[src/rtl/mac_chan_mux.sv]
// mac_chan_mux: per-channel TX FIFOs with a round-robin arbiter feeding one
// tagged MAC word stream, plus an RX path that strips the channel tag and
// steers each word to a one-hot per-channel strobe.
module mac_chan_mux #(
    parameter int DATA_W = 128,
    parameter int CH     = 4,
    parameter int DEPTH  = 8,
    localparam int PAY_W = DATA_W - 8
) (
    input  logic                  clk,
    input  logic                  reset,
    input  logic [CH*PAY_W-1:0]   tx_data_i,
    input  logic [CH-1:0]         tx_valid_i,
    output logic [CH-1:0]         tx_ready_o,
    output logic [CH-1:0]         tx_overflow_o,
    output logic [DATA_W-1:0]     mac_tx_data_o,
    output logic                  mac_tx_valid_o,
    input  logic                  mac_tx_ready_i,
    input  logic [DATA_W-1:0]     mac_rx_data_i,
    input  logic                  mac_rx_valid_i,
    output logic [PAY_W-1:0]      rx_data_o,
    output logic [CH-1:0]         rx_valid_o,
    output logic [15:0]           rx_drop_cnt_o
);

    localparam int AW = (DEPTH > 1) ? $clog2(DEPTH) : 1;
    localparam int CW = AW + 1;

    // Per-channel FIFO storage and control
    logic [PAY_W-1:0] fifo_mem [CH][DEPTH];
    logic [AW-1:0]    wr_ptr   [CH];
    logic [AW-1:0]    rd_ptr   [CH];
    logic [CW-1:0]    cnt      [CH];
    logic [CH-1:0]    fifo_rdy;
    logic [CH-1:0]    wr_en;
    logic [CH-1:0]    not_empty;
    logic [CH-1:0]    pop;
    logic [CH-1:0]    ovf;

    // Arbiter
    logic [7:0]       last_grant;
    logic             grant_vld;
    logic [7:0]       grant_idx;
    logic [PAY_W-1:0] grant_data;
    logic             load_p0;

    // TX output stage
    logic              tx_vld_p1;
    logic [DATA_W-1:0] tx_data_p1;

    // RX path
    logic [7:0]       rx_id_p0;
    logic             rx_hit_p0;
    logic [CH-1:0]    rx_hot_p0;
    logic [CH-1:0]    rx_vld_p1;
    logic [PAY_W-1:0] rx_data_p1;
    logic [15:0]      drop_cnt;

    function automatic logic [15:0] sat_inc16(input logic [15:0] v);
        return (v == 16'hFFFF) ? v : v + 16'd1;
    endfunction

    // FIFO status: full only when the registered count reaches DEPTH
    always_comb begin
        fifo_rdy  = '0;
        wr_en     = '0;
        not_empty = '0;
        for (int c = 0; c < CH; c++) begin
            fifo_rdy[c]  = (cnt[c] != CW'(DEPTH));
            wr_en[c]     = tx_valid_i[c] && fifo_rdy[c];
            not_empty[c] = (cnt[c] != '0);
        end
    end

    // Round-robin pick: lowest non-empty channel above last_grant, else lowest overall
    always_comb begin
        grant_vld  = 1'b0;
        grant_idx  = '0;
        grant_data = '0;
        for (int c = CH - 1; c >= 0; c--) begin
            if (not_empty[c]) begin
                grant_vld = 1'b1;
                grant_idx = 8'(c);
            end
        end
        for (int c = CH - 1; c >= 0; c--) begin
            if (not_empty[c] && (c > int'(last_grant))) begin
                grant_idx = 8'(c);
            end
        end
        for (int c = 0; c < CH; c++) begin
            if (int'(grant_idx) == c) begin
                grant_data = fifo_mem[c][rd_ptr[c]];
            end
        end
    end

    // Output register reloads when empty or when its word is taken this cycle
    always_comb begin
        load_p0 = !tx_vld_p1 || mac_tx_ready_i;
        pop     = '0;
        for (int c = 0; c < CH; c++) begin
            pop[c] = load_p0 && grant_vld && (int'(grant_idx) == c);
        end
    end

    // Stage p0: FIFO pointers, occupancy and sticky overflow flags
    always_ff @(posedge clk) begin
        if (reset) begin
            for (int c = 0; c < CH; c++) begin
                wr_ptr[c] <= '0;
                rd_ptr[c] <= '0;
                cnt[c]    <= '0;
            end
            ovf <= '0;
        end else begin
            for (int c = 0; c < CH; c++) begin
                if (wr_en[c]) wr_ptr[c] <= wr_ptr[c] + AW'(1);
                if (pop[c])   rd_ptr[c] <= rd_ptr[c] + AW'(1);
                cnt[c] <= cnt[c] + CW'(wr_en[c]) - CW'(pop[c]);
                if (tx_valid_i[c] && !fifo_rdy[c]) ovf[c] <= 1'b1;
            end
        end
    end

    // FIFO storage write; contents are don't-care until the pointers move
    always_ff @(posedge clk) begin
        for (int c = 0; c < CH; c++) begin
            if (!reset && wr_en[c]) begin
                fifo_mem[c][wr_ptr[c]] <= tx_data_i[c*PAY_W +: PAY_W];
            end
        end
    end

    // Stage p1: tagged TX output register and arbiter history
    always_ff @(posedge clk) begin
        if (reset) begin
            tx_vld_p1  <= 1'b0;
            tx_data_p1 <= '0;
            last_grant <= 8'(CH - 1);
        end else if (load_p0) begin
            tx_vld_p1 <= grant_vld;
            if (grant_vld) begin
                tx_data_p1 <= {grant_idx, grant_data};
                last_grant <= grant_idx;
            end
        end
    end

    // RX tag decode
    always_comb begin
        rx_id_p0  = mac_rx_data_i[DATA_W-1 -: 8];
        rx_hit_p0 = (int'(rx_id_p0) < CH);
        rx_hot_p0 = '0;
        for (int c = 0; c < CH; c++) begin
            rx_hot_p0[c] = (int'(rx_id_p0) == c);
        end
    end

    // Stage p1: RX steering register and saturating drop counter
    always_ff @(posedge clk) begin
        if (reset) begin
            rx_vld_p1  <= '0;
            rx_data_p1 <= '0;
            drop_cnt   <= '0;
        end else begin
            rx_vld_p1 <= (mac_rx_valid_i && rx_hit_p0) ? rx_hot_p0 : '0;
            if (mac_rx_valid_i && rx_hit_p0) rx_data_p1 <= mac_rx_data_i[PAY_W-1:0];
            if (mac_rx_valid_i && !rx_hit_p0) drop_cnt <= sat_inc16(drop_cnt);
        end
    end

    assign tx_ready_o     = fifo_rdy;
    assign tx_overflow_o  = ovf;
    assign mac_tx_data_o  = tx_data_p1;
    assign mac_tx_valid_o = tx_vld_p1;
    assign rx_data_o      = rx_data_p1;
    assign rx_valid_o     = rx_vld_p1;
    assign rx_drop_cnt_o  = drop_cnt;

endmodule

[config.mk]
export PLATFORM = sky130hd
export DESIGN_NAME = mac_chan_mux
export DESIGN_NICKNAME = d
export VERILOG_FILES = /design/src/rtl/mac_chan_mux.sv
export SDC_FILE = /design/constraint.sdc
export NUM_CORES = 2
export LEC_CHECK = 0
export CAP_MARGIN = 25
export CORE_MARGIN = 1.5
export CORE_UTILIZATION = 61
export CTS_BUF_LIST = sky130_fd_sc_hd__clkbuf_16
export CTS_CLUSTER_SIZE = 16
export DETAILED_ROUTE_END_ITERATION = 10
export PLACE_DENSITY = 0.87
export SETUP_SLACK_MARGIN = 0.02
export SYNTH_ARGS = -nofsm -noshare
export SYNTH_HDL_FRONTEND = slang
export SYNTH_SLANG_ARGS = --single-unit
[constraint.sdc]
create_clock -name clk -period 28.6 [get_ports clk]
set_input_delay 8.58 -clock clk [delete_from_list [all_inputs] [get_ports clk]]
set_output_delay 8.58 -clock clk [all_outputs]
set_load 0.05 [all_outputs]
==> key figures <==
Worst setup path
  • CP startpoint kind: primary input
  • R2R setup slack: 23,530 ps
  • Worst path required time: 29,200 ps
  • Worst Path Max Fanout: 50
  • Worst reg2reg path depth: 7
  • FF-to-FF End: mac_tx_data_o[17]
  • CP startpoint: tx_valid_i[3]
  • Kind of critical path: in -> reg
  • Critical path capture point type: flip-flop
  • WP data arrival: 12,690 ps
  • Setup crit end: fifo_mem[3][410]
  • Worst reg2reg path startpoint: rd_ptr[2][1]

Global routing
  • Met3 Usage GRT: 0.1103
  • First-pass GRT wire length: 660,000 um
  • Gr busiest metal: met2
  • Met1 usage: 0.4317
  • Initial antenna violation count: 237
  • Vias in the first global route: 85,360
  • Total grt overflow: 0
  • Total GRT Usage: 0.3624
  • Largest net degree at the start of global routing: 150
  • M2 GR Usage: 0.5623

Layout
  • Post-route cell area: 184,400 um2
  • Most frequent cells in the layout: edfxtp_1 (3,864), mux4_2 (960), clkdlybuf4s50_1 (885)
  • Fraction of layout cells with a size suffix above 1: 0.2268
  • Leading cell type in the layout, fill and taps excluded: edfxtp_1
  • Layout Nets: 9,020
  • Synth-to-Final Area Change: 16.88%

Clocking
  • CTS tree: done
  • CTS Buf Count: 407
  • Root buffer cell: clkbuf_16
  • Clock Path Buffers: 4
  • Clk_lat worst skew: 1050 ps
  • H-tree depth: 5
  • CTS hold repair buffers: 0
  • Post-CTS Resized: 0
  • Setup Buffers After CTS: 0
  • Worst-path clk slew: 60 ps
  • Clk sinks: 4,149

Power and ir drop
  • Comb pwr share: 0.310
  • Clock share of power: 0.297
  • Leakage: 57.89 nW
  • Sequential cell fraction of total power: 0.393
  • Peak supply drop: 0.1151 mV
  • Switching Fraction: 0.3413
  • Cell Pwr Density: 98.58 nW/um2
  • Switching power: 6.203 mW
  • Int Pwr: 11.97 mW
  • Total power: 18.18 mW

Synthesis
  • Synth Instances: 7,363
  • Top cells by area, synth: edfxtp_1 (74%), mux4_2 (14%), dfxtp_1 (3.6%)
  • Synth Area per Inst: 21.43 um2
  • Sequential area share after synthesis: 0.7716
  • Mapped cell area: 157,800 um2
  • Cell variety after synth: 63
  • Synth area leader: edfxtp_1
  • Ys flop type: edfxtp_1
  • Fraction of registers with async set or reset after synthesis: 0
  • Yosys reg bits: 4,149
  • Synth warn: 0
  • Post-synth EDFFs: 3,864
  • Post-synth top area share: 0.7355

Floorplanning
  • I/O pins: 893
  • Die footprint: 261,700 um2
  • Core area: 256,900 um2
  • Vert. Die Dim: 511.6 um
  • Initial core utilization: 0.6141
  • Die width: 511.6 um
  • Row count: 186

Timing
  • Fin Hold WS: 453.9 ps
  • Slew Limit Fails: 0
  • Slew @ Worst Pin: 1312 ps
  • Final hold vios: 0
  • Clock Skew: 113.0 ps
  • Setup total negative slack: 0 ps
  • Final setup viols: 0
  • Max frequency: 82.70 MHz
  • Relative slew slack: 0.1250
  • Unrepaired setup endpoints after global routing: false
  • Final Critical Period: 12,090 ps
  • Tcrit/Tclk final: 0.4228

Drt
  • Routed wire per std cell: 39.57 um
  • First-pass DRT Iterations: 6
  • Iter 0 DRT Violations: 14,720
  • Residual DRC count: 0
  • Detailed Route WL: 485,200 um
  • Via count: 86,250
  • Number of vias per cell: 7.034
  • Post-route ant nets: 0

Placement
  • Buffers added on ports: 886
  • Placement Cell Area: 170,600 um2
  • GP Congestion: 0.9132
  • Hpwl dp: 267,300 um

Run status
  • Status: complete, no violations

Worst hold path
  • Hold Path Class: reg -> reg

Flow run
  • Max-Cap Viols: 0
## Yosys cell counts (78+ instances only)
cell type     n
mux4_2      960
dfxtp_1     285
clkbuf_1    221
nor2_1      116
edfxtp_1   3864
buf_2       126
mux2i_1     289
o21ai_1      78
a21oi_1     183
o22ai_1     125
nand2_1     394
mux2_2      190
## power by group through the flow
| stage | registers, mW | logic (mW) | clock network [mW] |
|---|---|---|---|
| 5_1_grt | 7.14 | 5.68 | 5.60 |
| 4_1_cts | 7.12 | 5.40 | 5.38 |
| 6_report | 7.14 | 5.63 | 5.40 |
| 3_5_place_dp | 7.24 | 5.24 | 0 |
| 3_3_place_gp | 7.21 | 5.12 | 0 |
| 2_1_floorplan | 7.41 | 3.00 | 0 |
## registers in the layout (all words and copies together), names as in the netlist
register / flops
cnt: 16
fifo_mem: 3840
last_grant: 2
mac_tx_data_o: 122
mac_tx_valid_o: 1
rd_ptr: 12
rx_data_o: 120
rx_drop_cnt_o: 16
rx_valid_o: 4
tx_overflow_o: 4
wr_ptr: 12
## per-stage QoR
stage          worst slack, ps  utilization  std cells
3_3_place_gp             15600       0.6636      11330
3_5_place_dp             15430       0.6640      11330
4_1_cts                  16390       0.7153      12070
2_1_floorplan            10550            -       7368
6_report                 16510       0.7177      12260
5_1_grt                  16520       0.7171      12200
## cell type report
class	instances	area (um2)
Sequential cell	4149	121700
Fill cell	13370	72530
Multi-Input combinational cell	2756	34340
Clock buffer	413	10330
Timing Repair Buffer	1015	10300
Tap cell	3384	4234
Clock inverter	320	2845
Antenna cell	187	467.9
Inverter	38	142.6
## worst min-delay path by stage
stage                       from                end  slack, ps  depth (start not counted)
2_1_floorplan          cnt[1][0]     mac_tx_valid_o        610                          2
3_3_place_gp   mac_tx_data_o[81]  mac_tx_data_o[81]        440                          2
3_5_place_dp       rx_data_o[29]      rx_data_o[29]        450                          2
4_1_cts            rx_data_o[29]      rx_data_o[29]        450                          2
5_1_grt        mac_tx_data_o[45]  mac_tx_data_o[45]        470                          2
6_report           rx_data_o[16]      rx_data_o[16]        450                          2
## kinds of logic after synthesis
family	share of synthesized area
compound gates	0.02425
simple gates	0.01759
other cells	0.00002377
flops	0.7716
buf+inv	0.01285
mux	0.1689
fa+ha+maj	0.003125
xor+xnor	0.001610
## per-layer routing
metal,share of wire,routed length (um),vias to the layer above
li1,-,-,32670
met3,0.13,65000,1759
met5,0.0016,795,-
met2,0.47,227800,8144
met4,0.093,45090,118
met1,0.30,146500,43560
## critical path: stages
cell and delay [ps]:
clkdlybuf4s50_1 760, nand2_1 240, or3_1 550, nor2_4 840, buf_4 780, buf_4 850
(Power assumes the default switching activity.)
